<file path="config.mk">
export PLATFORM = sky130hd
export DESIGN_NAME = rv32i_instr_enc
export DESIGN_NICKNAME = d
export VERILOG_FILES = /design/src/rtl/rv32i_instr_enc.sv
export SDC_FILE = /design/constraint.sdc
export NUM_CORES = 1
export LEC_CHECK = 0
export ABC_AREA = 1
export CAP_MARGIN = 20
export CORE_MARGIN = 3
export CORE_UTILIZATION = 49
export CTS_CLUSTER_DIAMETER = 60
export CTS_CLUSTER_SIZE = 10
export DETAILED_ROUTE_END_ITERATION = 6
export PLACE_DENSITY = 0.89
export REMOVE_ABC_BUFFERS = 1
export SLEW_MARGIN = 25
export SYNTH_ARGS = -nofsm -noshare
export SYNTH_HDL_FRONTEND = slang
export SYNTH_SLANG_ARGS = --single-unit
</file>
<file path="constraint.sdc">
create_clock -name clk_i -period 1.57 [get_ports clk_i]
set_input_delay 0.3925 -clock clk_i [delete_from_list [all_inputs] [get_ports clk_i]]
set_output_delay 0.3925 -clock clk_i [all_outputs]
set_load 0.03 [all_outputs]
</file>
<file path="src/rtl/rv32i_instr_enc.sv">
// RV32I instruction encoder: packs field tuples into 32-bit words and buffers
// them in a small FIFO, emitting each word with a running index.
// Optional build macro IMM_RANGE_CHECK_EN rejects immediates that do not fit
// the selected format instead of silently truncating them.
//
// Illegal formats are consumed without producing a word. They raise a
// one-cycle err_o and bump a saturating error counter.
module rv32i_instr_enc #(
   parameter int FIFO_DEPTH = 2,
   parameter int IDX_W      = 10
) (
   input  logic             clk_i,
   input  logic             rst_ni,
   input  logic             flush_i,
   input  logic             in_valid_i,
   output logic             in_ready_o,
   input  logic [2:0]       fmt_i,
   input  logic [6:0]       opcode_i,
   input  logic [4:0]       rd_i,
   input  logic [4:0]       rs1_i,
   input  logic [4:0]       rs2_i,
   input  logic [2:0]       funct3_i,
   input  logic [6:0]       funct7_i,
   input  logic [31:0]      imm_i,
   output logic             out_valid_o,
   input  logic             out_ready_i,
   output logic [31:0]      instr_o,
   output logic [IDX_W-1:0] idx_o,
   output logic             err_o,
   output logic [7:0]       err_cnt_o
);

   localparam int PTR_W = (FIFO_DEPTH > 1) ? $clog2(FIFO_DEPTH) : 1;
   localparam int CNT_W = PTR_W + 1;

   localparam logic [2:0] FMT_R = 3'd0;
   localparam logic [2:0] FMT_I = 3'd1;
   localparam logic [2:0] FMT_S = 3'd2;
   localparam logic [2:0] FMT_B = 3'd3;
   localparam logic [2:0] FMT_U = 3'd4;
   localparam logic [2:0] FMT_J = 3'd5;

   logic [31:0]      mem_q [FIFO_DEPTH];
   logic [31:0]      mem_d [FIFO_DEPTH];
   logic [PTR_W-1:0] wr_ptr_q, wr_ptr_d;
   logic [PTR_W-1:0] rd_ptr_q, rd_ptr_d;
   logic [CNT_W-1:0] count_q, count_d;
   logic [IDX_W-1:0] idx_q, idx_d;
   logic             err_q, err_d;
   logic [7:0]       err_cnt_q, err_cnt_d;

   logic [31:0]      enc_word;
   logic             fmt_ok;
   logic             imm_bad;
   logic             accept, reject, push, pop;

   // Place each field at its standard RV32I bit position for the chosen format
   always_comb begin
      enc_word = '0;
      fmt_ok   = 1'b1;
      case (fmt_i)
         FMT_R: enc_word = {funct7_i, rs2_i, rs1_i, funct3_i, rd_i, opcode_i};
         FMT_I: enc_word = {imm_i[11:0], rs1_i, funct3_i, rd_i, opcode_i};
         FMT_S: enc_word = {imm_i[11:5], rs2_i, rs1_i, funct3_i, imm_i[4:0], opcode_i};
         FMT_B: enc_word = {imm_i[12], imm_i[10:5], rs2_i, rs1_i, funct3_i,
                            imm_i[4:1], imm_i[11], opcode_i};
         FMT_U: enc_word = {imm_i[31:12], rd_i, opcode_i};
         FMT_J: enc_word = {imm_i[20], imm_i[10:1], imm_i[11], imm_i[19:12], rd_i, opcode_i};
         default: fmt_ok = 1'b0;
      endcase
   end

`ifdef IMM_RANGE_CHECK_EN
   // A signed value fits when all bits from the sign position upward agree
   always_comb begin
      imm_bad = 1'b0;
      case (fmt_i)
         FMT_I, FMT_S: imm_bad = !((&imm_i[31:11]) || !(|imm_i[31:11]));
         FMT_B:        imm_bad = !((&imm_i[31:12]) || !(|imm_i[31:12])) || imm_i[0];
         FMT_J:        imm_bad = !((&imm_i[31:20]) || !(|imm_i[31:20])) || imm_i[0];
         FMT_U:        imm_bad = |imm_i[11:0];
         default:      imm_bad = 1'b0;
      endcase
   end
`else
   assign imm_bad = 1'b0;
`endif

   // Ready is held low during reset; only the registered count frees a slot
   assign in_ready_o  = rst_ni && (count_q < CNT_W'(FIFO_DEPTH));
   assign accept      = in_valid_i && in_ready_o;
   assign reject      = accept && (!fmt_ok || imm_bad);
   assign push        = accept && fmt_ok && !imm_bad && !flush_i;
   assign out_valid_o = (count_q != '0);
   assign pop         = out_valid_o && out_ready_i && !flush_i;

   assign instr_o   = out_valid_o ? mem_q[rd_ptr_q] : 32'h0;
   assign idx_o     = idx_q;
   assign err_o     = err_q;
   assign err_cnt_o = err_cnt_q;

   // Next-state for FIFO storage, pointers, index and error bookkeeping
   always_comb begin
      mem_d     = mem_q;
      wr_ptr_d  = wr_ptr_q;
      rd_ptr_d  = rd_ptr_q;
      count_d   = count_q;
      idx_d     = idx_q;
      err_d     = reject;
      err_cnt_d = err_cnt_q;
      if (reject && (err_cnt_q != 8'hFF)) begin
         err_cnt_d = err_cnt_q + 8'd1;
      end
      if (flush_i) begin
         wr_ptr_d = '0;
         rd_ptr_d = '0;
         count_d  = '0;
         idx_d    = '0;
      end else begin
         if (push) begin
            mem_d[wr_ptr_q] = enc_word;
            wr_ptr_d        = wr_ptr_q + 1'b1;
         end
         if (pop) begin
            rd_ptr_d = rd_ptr_q + 1'b1;
            idx_d    = idx_q + 1'b1;
         end
         case ({push, pop})
            2'b10:   count_d = count_q + 1'b1;
            2'b01:   count_d = count_q - 1'b1;
            default: count_d = count_q;
         endcase
      end
   end

   // State registers; reset drops any buffered words
   always_ff @(posedge clk_i or negedge rst_ni) begin
      if (!rst_ni) begin
         for (int i = 0; i < FIFO_DEPTH; i++) begin
            mem_q[i] <= '0;
         end
         wr_ptr_q  <= '0;
         rd_ptr_q  <= '0;
         count_q   <= '0;
         idx_q     <= '0;
         err_q     <= 1'b0;
         err_cnt_q <= '0;
      end else begin
         mem_q     <= mem_d;
         wr_ptr_q  <= wr_ptr_d;
         rd_ptr_q  <= rd_ptr_d;
         count_q   <= count_d;
         idx_q     <= idx_d;
         err_q     <= err_d;
         err_cnt_q <= err_cnt_d;
      end
   end

endmodule

</file>
==> impl_metrics.ini <==
[route]
dr_total_vias = 6414
drt-initial-drc-count = 794
viasPerCell = 6.75
final_antenna_net_count = 0
dr.pass1.iters = 7
routed_wl_um = 25400
drc = 22
wl_per_cell_um = 26.7

[die]
die_y_um = 103
io_pins = 125
start_util_pct = 51.6
dieArea_um2 = 10600
die_w_um = 103
core_area_um2 = 8890
rows = 34

[sta]
rsz0062_at_grt = yes
hold_ws_ns = -0.0111
final_hold_viol_count = 6
setup_slack_ns = -0.622
skew_ns = 0.0132
min_period_over_period_pct = 140
max_freq_mhz = 456
drv_slew = 0
setup-tns-final_ns = -32.69
layout_min_cycle_time_ns = 2.19
relSlewSlack_pct = 39.4
setup_viol = 109
worst_slew_pin_slew_ns = 0.909

[yosys]
seq_area_frac_synth_pct = 47.5
synthArstFlopShare_pct = 100
syn-cell-area_um2 = 4590
ys.flop_type = dfrtp_1
postSynthCellCount = 632
ys_warn_count = 0
synth_area_leader_cell = dfrtp_1
synth_edf_count = 0
avgSynthCellArea_um2 = 7.26
ys_top_cells_by_area = dfrtp_1 47%, nand2_1 20%, o21ai_0 7.3%
synth_top_area_share_pct = 47.5
ys_types = 26
ys_seq_elements = 87

[critical_path]
worstPathCellList = inv_2 > nand2_4 > buf_6 > o21ai_1 > a21oi_2 > buf_4
required_ns = 1.18
slowest_stage = dfrtp_1
max_stage_delay_ns = 0.44
crit_arrival_ns = 1.80
setup.worst_path.class = register to primary output
critPathMaxFanout = 5
crit_path_end_kind = primary output
start_kind = register
reg2reg_slack_ns = -0.39

[grt]
grt_pass1_wl_um = 27300
grt_overflow = 0
antenna_found_initial = 0
grt_usage_pct = 33.8
grt_pass1_vias = 5515
grt_max_degree = 70

[clock_network]
cts_max_level = 3
cts_hold_buffers = 0
cts_tree = done
clk_pin_slew_ns = 0.11
cts_buffer_depth = 2
cts_root_buf = clkbuf_8
clock_sinks = 87
cts_buffers = 9
clk_latency_ns = 0.39

[power]
finalPower_mw = 9.17
p_leak_nw = 4.02
irDropWorstVdd_uv = 790
power_per_cell_area_nw_per_um2 = 1140

[run_status]
violations = design-rule violations, negative hold slack, negative setup slack
status = finished with violations

[final_layout]
utilization_pct = 90.3
final_layout_size_suffix_gt1_share_pct = 40.1
nNetsFinal = 910
mostFrequentLayoutCell = nand2_1
area_growth_pct = 75.0
mostFrequentLayoutCells = 156 x nand2_1, 86 x dfrtp_1, 68 x clkdlybuf4s50_1
fill_cells = 283

[place]
gp_congestion = 0.988
numPortBuffers = 124
detailed_place_hpwl_um = 10300

[min_path]
hold_path.class = primary input to asynchronous set/reset pin

[job]
cap_violations = 0
-- path summary, 6_finish.rpt --
kind	startpoint	endpoint	cells past startpoint
setup / recovery	count_q[1]	instr_o[27]	6
hold / removal	rst_ni	mem_q[4]	2
setup reg to reg	count_q[1]	mem_q[46]	10
hold reg to reg	mem_q[25]	mem_q[25]	2
max in group asynchronous	rst_ni	rd_ptr_q	2
min in group clk_i	rst_ni	err_o	3
-- layout make-up --
class	instances	area (µm²)	share of cell area, %
multi-input combinational	451	2810	35.0
clock inverter	7	96.3	1.20
sequential	87	2180	27.1
antenna	1	2.50	0.0312
clock buffer	9	124	1.54
inverter	69	273	3.40
tap	108	135	1.68
timing repair buffer	218	2410	30.0
-- Yosys cell counts, types with 4 or more instances --
| cell | instances |
|---|---|
| a21oi_1 | 36 |
| o21ai_1 | 8 |
| inv_2 | 4 |
| nand4_1 | 8 |
| xnor2_1 | 4 |
| o21ai_0 | 67 |
| nor3_1 | 6 |
| nand2_1 | 249 |
| nand3_1 | 30 |
| inv_1 | 64 |
| dfrtp_1 | 87 |
| buf_2 | 15 |
| o211ai_1 | 4 |
| clkbuf_1 | 7 |
| nor2_1 | 24 |
-- through the flow --
step | cell area (µm²) | hold slack [ns] | instances | setup WS, ns
6_report | 8030 | -0.0111 | 950 | -0.622
5_1_grt | 8030 | -0.0139 | 949 | -0.650
4_1_cts | 7130 | 0.000509 | 929 | -0.365
3_5_place_dp | 6320 | 0.400 | 900 | -0.374
3_3_place_gp | 6320 | 0.390 | 900 | -0.331
2_1_floorplan | 4460 | 0.0969 | 607 | -0.620
-- where the power goes --
group | internal (mW) | switching (mW)
Clock | 0.901 | 1.01
Sequential | 2.77 | 0.478
Combinational | 1.61 | 2.40
-- cells by family (layout without fill, tap and decap cells) --
logic type / Yosys count / in the layout / share of synthesized area, %
and+or+nand+nor: 326 / 326 / 29.3
AOI/OAI and AO/OA: 116 / 116 / 12.9
buffers and inverters: 94 / 303 / 8.51
DFF: 87 / 87 / 47.5
xor gates and xnor gates: 7 / 7 / 1.34
adders and majority gates: 2 / 2 / 0.545
other: 0 / 1 / 0
-- repair_timing --
item	4_1_cts	5_1_grt
pin swaps	13	44
setup endpoints to repair	55	115
buffers inserted	6	15
gates resized for setup	150	228
cloned	7	9
-- sequential cells by signal, summed over array words and instances, names as in the netlist --
signal / cells
rd_ptr_q: 1
count_q: 2
wr_ptr_q: 1
idx_o: 10
mem_q: 64
err_cnt_o: 8
err_o: 1
-- metal layers --
layer  global-route usage, %  vias up  share of wire, %
met5                       0        -                 0
met3                    6.09      320                13
li1                        -     2420                 -
met2                    57.1      754                45
met4                    24.1        0                12
met1                    38.4     2920                31
-- critical path: cells and delay by family, from the launching register on --
family | cells | cell delay [ns]
buf+inv | 3 | 0.46
compound gates | 2 | 0.38
simple gates | 1 | 0.13
flops | 1 | 0.44
No activity file was read; power rests on OpenSTA's default activity.
